<file path="src/rtl/irq_ctl_if.sv">
// -----------------------------------------------------------------------------
// irq_ctl_if
// Beta data-bus view of the interrupt controller register block.
//   memAddr      [31:0]  CPU -> controller  data address
//   memWriteData [31:0]  CPU -> controller  store data
//   MemRead              CPU -> controller  load strobe
//   MemWrite             CPU -> controller  store strobe
//   rdata        [31:0]  controller -> CPU  register read data (combinational)
//   hit                  controller -> CPU  address falls in the register block
// -----------------------------------------------------------------------------
interface irq_ctl_if;
    logic [31:0] memAddr;
    logic [31:0] memWriteData;
    logic        MemRead;
    logic        MemWrite;
    logic [31:0] rdata;
    logic        hit;

    modport master (
        output memAddr, memWriteData, MemRead, MemWrite,
        input  rdata, hit
    );

    modport slave (
        input  memAddr, memWriteData, MemRead, MemWrite,
        output rdata, hit
    );
endinterface

</file>
<file path="src/rtl/irq_ctl.sv">
// -----------------------------------------------------------------------------
// irq_ctl
// Memory-mapped interrupt controller for the beta CPU. Rising edges on the
// src inputs are latched into PENDING, gated by MASK, and the lowest-numbered
// active source is presented to the CPU one at a time through an
// ASSERT -> SERVICE (claimed) -> IDLE (completed) sequence.
// Ports:
//   clk    system clock
//   reset  synchronous active-high reset
//   src    interrupt source levels, synchronous to clk
//   bus    beta data bus (slave side): address/data/strobes in, rdata/hit out
//   irq    registered interrupt request to beta
// Register map (memAddr[3:2]): 0 PENDING (W1C), 1 MASK, 2 CLAIM (RO),
// 3 COMPLETE (WO).
// -----------------------------------------------------------------------------
module irq_ctl #(
    parameter int          NSRC = 8,
    parameter logic [31:0] BASE = 32'hFFFF_0000
) (
    input  logic            clk,
    input  logic            reset,
    input  logic [NSRC-1:0] src,
    irq_ctl_if.slave        bus,
    output logic            irq
);

    typedef enum logic [1:0] {
        S_IDLE    = 2'd0,
        S_ASSERT  = 2'd1,
        S_SERVICE = 2'd2
    } state_t;

    // Lowest set index of vec; only meaningful when vec is non-zero.
    function automatic logic [4:0] lowest_id(input logic [NSRC-1:0] vec);
        logic [4:0] id;
        id = 5'd0;
        for (int i = NSRC - 1; i >= 0; i--) begin
            if (vec[i]) begin
                id = 5'(i);
            end
        end
        return id;
    endfunction

    // One-hot decode of a source id.
    function automatic logic [NSRC-1:0] id_to_bit(input logic [4:0] id);
        logic [NSRC-1:0] oh;
        for (int i = 0; i < NSRC; i++) begin
            oh[i] = (5'(i) == id);
        end
        return oh;
    endfunction

    state_t          state_q, state_d;
    logic [NSRC-1:0] pending_q, pending_d;
    logic [NSRC-1:0] mask_q, mask_d;
    logic [NSRC-1:0] src_prev_q, src_prev_d;
    logic [4:0]      insvc_id_q, insvc_id_d;
    logic            irq_q, irq_d;

    logic            hit_s;
    logic [1:0]      reg_sel_s;
    logic            rd_en_s;
    logic            wr_en_s;
    logic [NSRC-1:0] rise_s;
    logic [NSRC-1:0] active_s;
    logic [4:0]      winner_s;
    logic            claim_ok_s;
    logic            complete_ok_s;
    logic [NSRC-1:0] clr_w1c_s;
    logic [NSRC-1:0] clr_claim_s;
    logic [31:0]     rdata_s;
    logic            unused_s;

    assign hit_s     = (bus.memAddr[31:4] == BASE[31:4]);
    assign bus.hit   = hit_s;
    assign bus.rdata = rdata_s;
    assign irq       = irq_q;

    // Address bits [1:0] and high data bits carry no information here.
    assign unused_s  = ^{bus.memAddr[1:0], bus.memWriteData};

    // Bus decode, edge detect, arbitration and next values of the datapath flops.
    always_comb begin
        reg_sel_s     = bus.memAddr[3:2];
        rd_en_s       = hit_s & bus.MemRead;
        wr_en_s       = hit_s & bus.MemWrite;
        rise_s        = src & ~src_prev_q;
        active_s      = pending_q & mask_q;
        winner_s      = lowest_id(active_s);
        // A claim only succeeds while the request is up and something is still active.
        claim_ok_s    = rd_en_s && (reg_sel_s == 2'd2) && (state_q == S_ASSERT) && (|active_s);
        complete_ok_s = wr_en_s && (reg_sel_s == 2'd3) && (state_q == S_SERVICE)
                        && (bus.memWriteData[4:0] == insvc_id_q);
        clr_w1c_s     = (wr_en_s && (reg_sel_s == 2'd0)) ? bus.memWriteData[NSRC-1:0]
                                                         : {NSRC{1'b0}};
        clr_claim_s   = claim_ok_s ? id_to_bit(winner_s) : {NSRC{1'b0}};
        // OR-ing rise last lets a fresh edge win over any same-cycle clear.
        pending_d     = (pending_q & ~(clr_w1c_s | clr_claim_s)) | rise_s;
        src_prev_d    = src;
        mask_d        = (wr_en_s && (reg_sel_s == 2'd1)) ? bus.memWriteData[NSRC-1:0] : mask_q;
        insvc_id_d    = claim_ok_s ? winner_s : insvc_id_q;
    end

    // Next-state logic of the assert/claim/complete sequencer.
    always_comb begin
        state_d = state_q;
        case (state_q)
            S_IDLE: begin
                if (|active_s) begin
                    state_d = S_ASSERT;
                end else begin
                    state_d = S_IDLE;
                end
            end
            S_ASSERT: begin
                if (claim_ok_s) begin
                    state_d = S_SERVICE;
                end else if (!(|active_s)) begin
                    state_d = S_IDLE;
                end else begin
                    state_d = S_ASSERT;
                end
            end
            S_SERVICE: begin
                if (complete_ok_s) begin
                    state_d = S_IDLE;
                end else begin
                    state_d = S_SERVICE;
                end
            end
            default: begin
                state_d = S_IDLE;
            end
        endcase
    end

    // Outputs: irq flop input and the combinational register read mux.
    always_comb begin
        irq_d   = (state_d == S_ASSERT);
        rdata_s = 32'd0;
        if (rd_en_s) begin
            case (reg_sel_s)
                2'd0:    rdata_s = {{(32-NSRC){1'b0}}, pending_q};
                2'd1:    rdata_s = {{(32-NSRC){1'b0}}, mask_q};
                2'd2:    rdata_s = claim_ok_s ? {1'b1, 26'd0, winner_s} : 32'd0;
                2'd3:    rdata_s = 32'd0;
                default: rdata_s = 32'd0;
            endcase
        end else begin
            rdata_s = 32'd0;
        end
    end

    // Sequencer state register.
    always_ff @(posedge clk) begin
        if (reset) begin
            state_q <= S_IDLE;
        end else begin
            state_q <= state_d;
        end
    end

    // Datapath and irq registers.
    always_ff @(posedge clk) begin
        if (reset) begin
            pending_q  <= {NSRC{1'b0}};
            mask_q     <= {NSRC{1'b0}};
            src_prev_q <= {NSRC{1'b0}};
            insvc_id_q <= 5'd0;
            irq_q      <= 1'b0;
        end else begin
            pending_q  <= pending_d;
            mask_q     <= mask_d;
            src_prev_q <= src_prev_d;
            insvc_id_q <= insvc_id_d;
            irq_q      <= irq_d;
        end
    end

endmodule

</file>
<file path="src/flat_wrapper.sv">
// flat-port wrapper written by rule: the top's interface ports become plain ports
module irq_ctl_flat 
#(
    parameter int          NSRC = 8,
    parameter logic [31:0] BASE = 32'hFFFF_0000
)
  (clk, reset, src, irq, bus_memAddr, bus_memWriteData, bus_MemRead, bus_MemWrite, bus_rdata, bus_hit);
  irq_ctl_if bus_i ();
  input  logic clk;
  input  logic reset;
  input  logic [NSRC-1:0] src;
  output logic irq;
  input wire logic [$bits(bus_i.memAddr)-1:0] bus_memAddr;
  input wire logic [$bits(bus_i.memWriteData)-1:0] bus_memWriteData;
  input wire logic [$bits(bus_i.MemRead)-1:0] bus_MemRead;
  input wire logic [$bits(bus_i.MemWrite)-1:0] bus_MemWrite;
  output wire logic [$bits(bus_i.rdata)-1:0] bus_rdata;
  output wire logic [$bits(bus_i.hit)-1:0] bus_hit;
  assign bus_i.memAddr = bus_memAddr;
  assign bus_i.memWriteData = bus_memWriteData;
  assign bus_i.MemRead = bus_MemRead;
  assign bus_i.MemWrite = bus_MemWrite;
  assign bus_rdata = bus_i.rdata;
  assign bus_hit = bus_i.hit;
  irq_ctl #(.NSRC(NSRC), .BASE(BASE)) u_core (.clk(clk), .reset(reset), .src(src), .bus(bus_i), .irq(irq));
endmodule
</file>
<file path="config.mk">
export PLATFORM = sky130hd
export DESIGN_NAME = irq_ctl_flat
export DESIGN_NICKNAME = d
export VERILOG_FILES = /design/src/rtl/irq_ctl_if.sv /design/src/rtl/irq_ctl.sv /design/src/flat_wrapper.sv
export SDC_FILE = /design/constraint.sdc
export NUM_CORES = 1
export LEC_CHECK = 0
export CAP_MARGIN = 20
export CORE_AREA = 3 3 77 79
export CTS_BUF_LIST = sky130_fd_sc_hd__clkbuf_4 sky130_fd_sc_hd__clkbuf_8
export CTS_CLUSTER_SIZE = 16
export DETAILED_ROUTE_END_ITERATION = 8
export DIE_AREA = 0 0 80 82
export GPL_TIMING_DRIVEN = 0
export PLACE_DENSITY_LB_ADDON = 0.08
export SLEW_MARGIN = 5
export SYNTH_ARGS = -nofsm -noshare
export SYNTH_HDL_FRONTEND = slang
export SYNTH_SLANG_ARGS = --single-unit
</file>
<file path="constraint.sdc">
create_clock -name clk -period 2.5 [get_ports clk]
set_clock_uncertainty 0.2 [all_clocks]
set_input_delay 0.5 -clock clk [delete_from_list [all_inputs] [get_ports clk]]
set_output_delay 0.5 -clock clk [all_outputs]
set_load 0.01 [all_outputs]
</file>
==> reports/results.ini, run 1 <==
[placed_design]
port_buffers=60
gp_congestion=0.858
place.detailed.hpwl_um=4090
place_area_sq_um=2620

[clocking]
cts_buffer_depth=2
root_buffer=clkbuf_8
cts_tree=built
cts_sinks=30
numCtsBuffers=5
path_clk_slew_ns=0.06
cts_max_level=2
clk_latency_ns=0.28
hold_buffers=0

[drt]
drc=0
vias_per_cell=4.69
routed_wl_um=5490
wl_per_cell_um=14.0
drt_iter0_drc=67
ant_nets=0
dr_total_vias=1838
dr.pass1.iters=4

[synthesis]
avgSynthCellArea_sq_um=8.56
synth-warning-count=0
yosysMostFrequentCell=dfxtp_1
synth_seq_cells=30
synth-seq-area-share=0.328
ys.flop_type=dfxtp_1
synth_area_leaders=dfxtp_1, buf_4, mux2i_1
synth-async-reset-ratio=0
synth_area_leader_cell=dfxtp_1
synthTopCellsByCount=dfxtp_1, buf_4, nor2_1, mux2i_1, nand2_1
syn_inst=214
ys_types=45
synth_top_area_frac=0.328
syn_area_sq_um=1830
synth_edf_count=0

[finish]
fin_nets=397
fin_area_sq_um=2870
seqCellArea_sq_um=601
drive_gt1_frac=0.356
fill_cells=534
diodes=0
multi_input_area_sq_um=1240
fin_util=0.531
syn_to_final_growth_pct=56.8

[timing]
finalHoldViolCount=0
finalSetupTns_ns=-0.138
holdWs_ns=0.224
setup_viol=1
setup_ws_ns=-0.138
rsz0062_at_grt=yes
max_freq_ghz=0.379
worstMarginPinSlew_ns=0.708
fin_crit_sh=1.06
slew_viol_final=0
timing.slew.headroom=0.527
finalWorstPathRequiredPeriod_ns=2.64

[critical_path]
worstSetupPathType=in -> out
crit_slowest_cell=or3_4
path_cells=buf_6, nor4_4, and4_1, buf_6, nand4_4, or3_4, a21oi_2, buf_2
end_kind=output pin
path_buf_inv=3
critical_path.max_fanout=2
crit_path_start_kind=input port
arrival_ns=1.94
cp_common_cell=buf_6
slowest_delay_ns=0.36
cp_top_family=simple AND/OR/NAND/NOR gates
crit_required_ns=1.80

[floorplan]
std_cell_rows=27
core_area_sq_um=5410
start_util=0.339
die_h_um=82
fp.dieW_um=80
dieArea_sq_um=6560
io_pins=110

[global_routing]
grt_max_degree=11
grt_usage=0.175
antenna_found_initial=0
overflow=0
grt_first_pass_wirelength_um=8710
grt_pass1_vias=1718

[power]
p_leak_nw=1.27
p_per_area_nw_per_um2=377
peakVddDrop_mv=0.313
power_mw=1.08

[run_status]
status=complete, but fails checks
failed_checks=negative setup slack

[run]
max_cap_violations=0

[worst_hold_path]
hold_path.class=reg -> reg

final cells by class:
class	count	area share
multi-input cells	173	0.431
repair buffers	78	0.223
flip-flops and latches	30	0.209
plain buffers	28	0.0702
well taps	72	0.0314
clock buffers	6	0.0288
inverters	5	0.00654
where the power goes:
group | internal [mW] | leakage, nW | switching, mW
clock network | 0.212 | 0.0431 | 0.169
logic | 0.105 | 0.981 | 0.0831
registers | 0.497 | 0.246 | 0.0158
worst register-to-register path: cells and delay by family (launching register included):
| kind | cells | cell delay (ns) |
|---|---|---|
| AOI/OAI and AO/OA | 1 | 0.13 |
| buffers and inverters | 1 | 0.18 |
| DFF | 1 | 0.34 |
| and+or+nand+nor | 4 | 1.08 |
state kept, by name (all words and copies together) (netlist names):
name / cells
u_core.pending_q: 8
u_core.src_prev_q: 8
u_core.irq: 1
u_core.mask_q: 8
u_core.insvc_id_q: 3
u_core.state_q: 2
cell usage in the layout, fill, tap and decap left out, types with 6 or more instances in the layout:
cell             netlist  routed
buf_4                 23      38
dfxtp_1               30      30
conb_1                 1      23
buf_2                  1      20
nor2_1                23      20
clkdlybuf4s50_1        0      20
mux2i_1               17      17
nand2_1               17      16
nor2b_1               13      13
buf_6                  0      10
clkbuf_2               0       9
nand4_1                8       8
a21oi_1                7       7
nand3_1                6       6
clkbuf_8               0       6
cells by family after synthesis:
kind of cell           synth area share
AND/OR/NAND/NOR                   0.318
buffers and inverters             0.115
AO/OA/AOI/OAI                     0.130
flip-flops                        0.328
multiplexers                     0.0929
XOR/XNOR                         0.0143
other                           0.00205
routing by layer:
metal | global-route usage | part of all wire
met3 | 0.0362 | 0.055
met5 | 0 | 0
met4 | 0.0405 | 0.011
met1 | 0.224 | 0.44
met2 | 0.301 | 0.50
metrics by stage:
stage	cells	setup slack, ns
6_report	392	-0.138
4_1_cts	389	-0.193
2_1_floorplan	236	-0.0466
3_3_place_gp	368	-1.33
5_1_grt	392	-0.242
3_5_place_dp	368	-1.33
path summary, 6_finish.rpt:
| kind | cells after the start | end | start | slack [ns] |
|---|---|---|---|---|
| max reg2reg | 6 | u_core.pending_q[7] | u_core.state_q[0] | 0.44 |
| max | 8 | bus_rdata[1] | bus_memAddr[9] | -0.14 |
| min reg2reg | 1 | u_core.pending_q[0] | u_core.src_prev_q[0] | 0.22 |
| min | 1 | u_core.pending_q[0] | u_core.src_prev_q[0] | 0.22 |
timing repair:
action,CTS,global route
setup buffers,15,5
pin swaps,22,15
setup endpoints to repair,22,17
gates resized for setup,152,22
gates cloned,0,0
Note: power is estimated with default switching activity, not from simulation.
==> run 2, diff against run 1 <==
--- a/config.mk
+++ b/config.mk
@@ -6,11 +6,13 @@
 export NUM_CORES = 1
 export LEC_CHECK = 0
 export CAP_MARGIN = 20
-export CORE_AREA = 3 3 77 79
+export CELL_PAD_IN_SITES_DETAIL_PLACEMENT = 0
+export CELL_PAD_IN_SITES_GLOBAL_PLACEMENT = 1
+export CORE_AREA = 3 3 92 94
 export CTS_BUF_LIST = sky130_fd_sc_hd__clkbuf_4 sky130_fd_sc_hd__clkbuf_8
 export CTS_CLUSTER_SIZE = 16
 export DETAILED_ROUTE_END_ITERATION = 8
-export DIE_AREA = 0 0 80 82
+export DIE_AREA = 0 0 95 97
 export GPL_TIMING_DRIVEN = 0
 export PLACE_DENSITY_LB_ADDON = 0.08
 export SLEW_MARGIN = 5
==> run 2 against run 1 <==
The run still ends with negative setup slack left. Core utilization down 15 points. Power up 3.4%. Register-to-register slack better by 0.09 ns. Final cell count up 10%. Global-route usage down 4.4 points. Routed wire length up 9.7%. Via count up 1.7%. Sequential share of layout area down 0.68 points. Combinational power up 3%. Hold slack worse by 0.0065 ns. Die area up 40%. Critical path depth unchanged. Largest cell class unchanged. Highest routed layer unchanged.
==> reports/results.ini, run 2 (synthesized netlist as in run 1, its figures left out) <==
[clocking]
path_clk_slew_ns=0.06  ; about the same
numCtsBuffers=5  ; unchanged
hold_buffers=0  ; unchanged
root_buffer=clkbuf_8  ; unchanged
cts_sinks=30  ; unchanged
clk_latency_ns=0.27  ; was 0.28 ns
cts_max_level=2  ; unchanged
cts_buffer_depth=2  ; unchanged
cts_tree=built  ; unchanged

[drt]
routed_wl_um=6020  ; was 5490 um
ant_nets=0  ; unchanged
wl_per_cell_um=13.9  ; was 14.0 um
dr.pass1.iters=4  ; unchanged
vias_per_cell=4.32  ; was 4.69
drc=0  ; unchanged
drt_iter0_drc=71  ; was 67
dr_total_vias=1869  ; was 1838

[floorplan]
fp.dieW_um=95  ; was 80 um
start_util=0.237  ; was 0.339
dieArea_sq_um=9220  ; was 6560 sq um
core_area_sq_um=7730  ; was 5410 sq um
io_pins=110  ; unchanged
die_h_um=97  ; was 82 um
std_cell_rows=32  ; was 27

[worst_hold_path]
hold_depth=1  ; unchanged
hold_end=u_core.pending_q[0]  ; unchanged
hp-start=u_core.src_prev_q[0]  ; unchanged
hold_path.class=reg -> reg  ; unchanged

[timing]
max_freq_ghz=0.375  ; was 0.379 GHz
fin_crit_sh=1.07  ; was 1.06
setup_viol=9  ; was 1
slew_viol_final=0  ; unchanged
worstMarginPinSlew_ns=0.789  ; was 0.708 ns
timing.slew.headroom=0.473  ; was 0.527
finalWorstPathRequiredPeriod_ns=2.66  ; was 2.64 ns
holdWs_ns=0.217  ; was 0.224 ns
finalHoldViolCount=0  ; unchanged
rsz0062_at_grt=yes  ; unchanged
setup_ws_ns=-0.164  ; was -0.138 ns
finalSetupTns_ns=-0.567  ; was -0.138 ns

[finish]
final_cell_mix=buf_4, dfxtp_1, buf_2, conb_1, nor2_1  ; was buf_4, dfxtp_1, conb_1
reg_top3=u_core.mask_q: 8 flops, u_core.pending_q: 8 flops, u_core.src_prev_q: 8 flops  ; unchanged
final_common_cell=buf_4  ; unchanged
fin_nets=406  ; was 397
fill_cells=822  ; was 534
fin_util=0.386  ; was 0.531
drive_gt1_frac=0.366  ; was 0.356
final_cells=433  ; was 392
diodes=0  ; unchanged
syn_to_final_growth_pct=62.7  ; was 56.8%

[critical_path]
r2r_slack_ns=0.53  ; was 0.44 ns
r2r_end=u_core.pending_q[7]  ; unchanged
critical_path.max_fanout=2  ; unchanged
r2r_start=u_core.state_q[1]  ; was u_core.state_q[0]
crit_path_start_kind=input port  ; unchanged
worstRegToRegCells=6  ; unchanged
worstSetupPathType=in -> out  ; unchanged
end_kind=output pin  ; unchanged
crit_required_ns=1.80  ; about the same
arrival_ns=1.96  ; was 1.94 ns

[power]
p_leak_nw=1.35  ; was 1.27 nW
power_mw=1.12  ; was 1.08 mW
peakVddDrop_mv=0.184  ; was 0.313 mV
p_per_area_nw_per_um2=375  ; was 377 nW/um^2

[global_routing]
grt_max_degree=11  ; unchanged
grt_pass1_vias=1747  ; was 1718
grt_first_pass_wirelength_um=9290  ; was 8710 um
overflow=0  ; unchanged
grt_usage=0.131  ; was 0.175
antenna_found_initial=0  ; unchanged

[run_status]
failed_checks=negative setup slack  ; unchanged
status=complete, but fails checks  ; unchanged

[placed_design]
gp_congestion=0.735  ; was 0.858
port_buffers=60  ; unchanged
dp.cells=398  ; was 368
place.detailed.hpwl_um=4610  ; was 4090 um

[run]
max_cap_violations=0  ; unchanged

==> run 2: cell count changes in the layout (fill, tap and decap cells not counted), sizes merged <==
cell	previous run	this run
buf	71	81
clkbuf	16	13
dlygate4sd2	1	3
clkdlybuf4s15	4	5
clkinv	0	1
==> run 2: power breakdown <==
| part | total (mW) | leakage (nW) | internal (mW) | switching [mW] |
|---|---|---|---|---|
| clock network | 0.412 | 0.0517 | 0.233 | 0.179 |
| registers | 0.513 | 0.247 | 0.497 | 0.0160 |
| logic | 0.193 | 1.06 | 0.107 | 0.0853 |
==> run 2: worst max path at each step <==
stage                    start            to  slack, ns  depth (start not counted)
6_report       bus_memAddr[16]  bus_rdata[1]      -0.16                          8
5_1_grt        bus_memAddr[16]  bus_rdata[1]      -0.22                          8
4_1_cts        bus_memAddr[15]  bus_rdata[1]      -0.23                          8
3_5_place_dp    bus_memAddr[3]  bus_rdata[1]      -1.30                          7
3_3_place_gp    bus_memAddr[3]  bus_rdata[1]      -1.29                          7
2_1_floorplan  bus_memAddr[29]  bus_rdata[3]      -0.05                          5
==> run 2: per-stage QoR <==
stage	area, sq um	worst slack [ns]
detailed placement	2660	-1.30
finish	2980	-0.164
global placement	2660	-1.29
floorplan	1930	-0.0466
CTS	2880	-0.225
global route	2980	-0.215
==> run 2: cell type report <==
type                    count  area (sq um)  area share
multi-input cells         173          1240       0.416
flip-flops and latches     30           603       0.202
repair buffers             87           696       0.233
clock inverters             1          5.00     0.00168
inverters                   5          18.8     0.00630
plain buffers              28           201      0.0676
well taps                 102           128      0.0428
clock buffers               7          90.1      0.0302
==> run 2: worst max-delay path, stage by stage <==
cell	delay (ns)
dlygate4sd2_1	0.19
and4b_2	0.24
and4_1	0.21
buf_6	0.12
nand4_4	0.09
or3_4	0.37
a21oi_2	0.12
buf_2	0.13
==> run 2: per-layer routing <==
layer	vias up	wire length, um	track usage
met1	860	2600	0.170
met3	5	272	0.0249
met5	-	0	0
li1	960	-	-
met2	44	3100	0.220
met4	0	51	0.0344
==> run 2: what timing repair did <==
item	in CTS	in global routing
gates resized for setup	146	21
pin swaps	24	9
endpoints found under the setup margin	21	16
gates cloned	0	0
buffers inserted	21	10
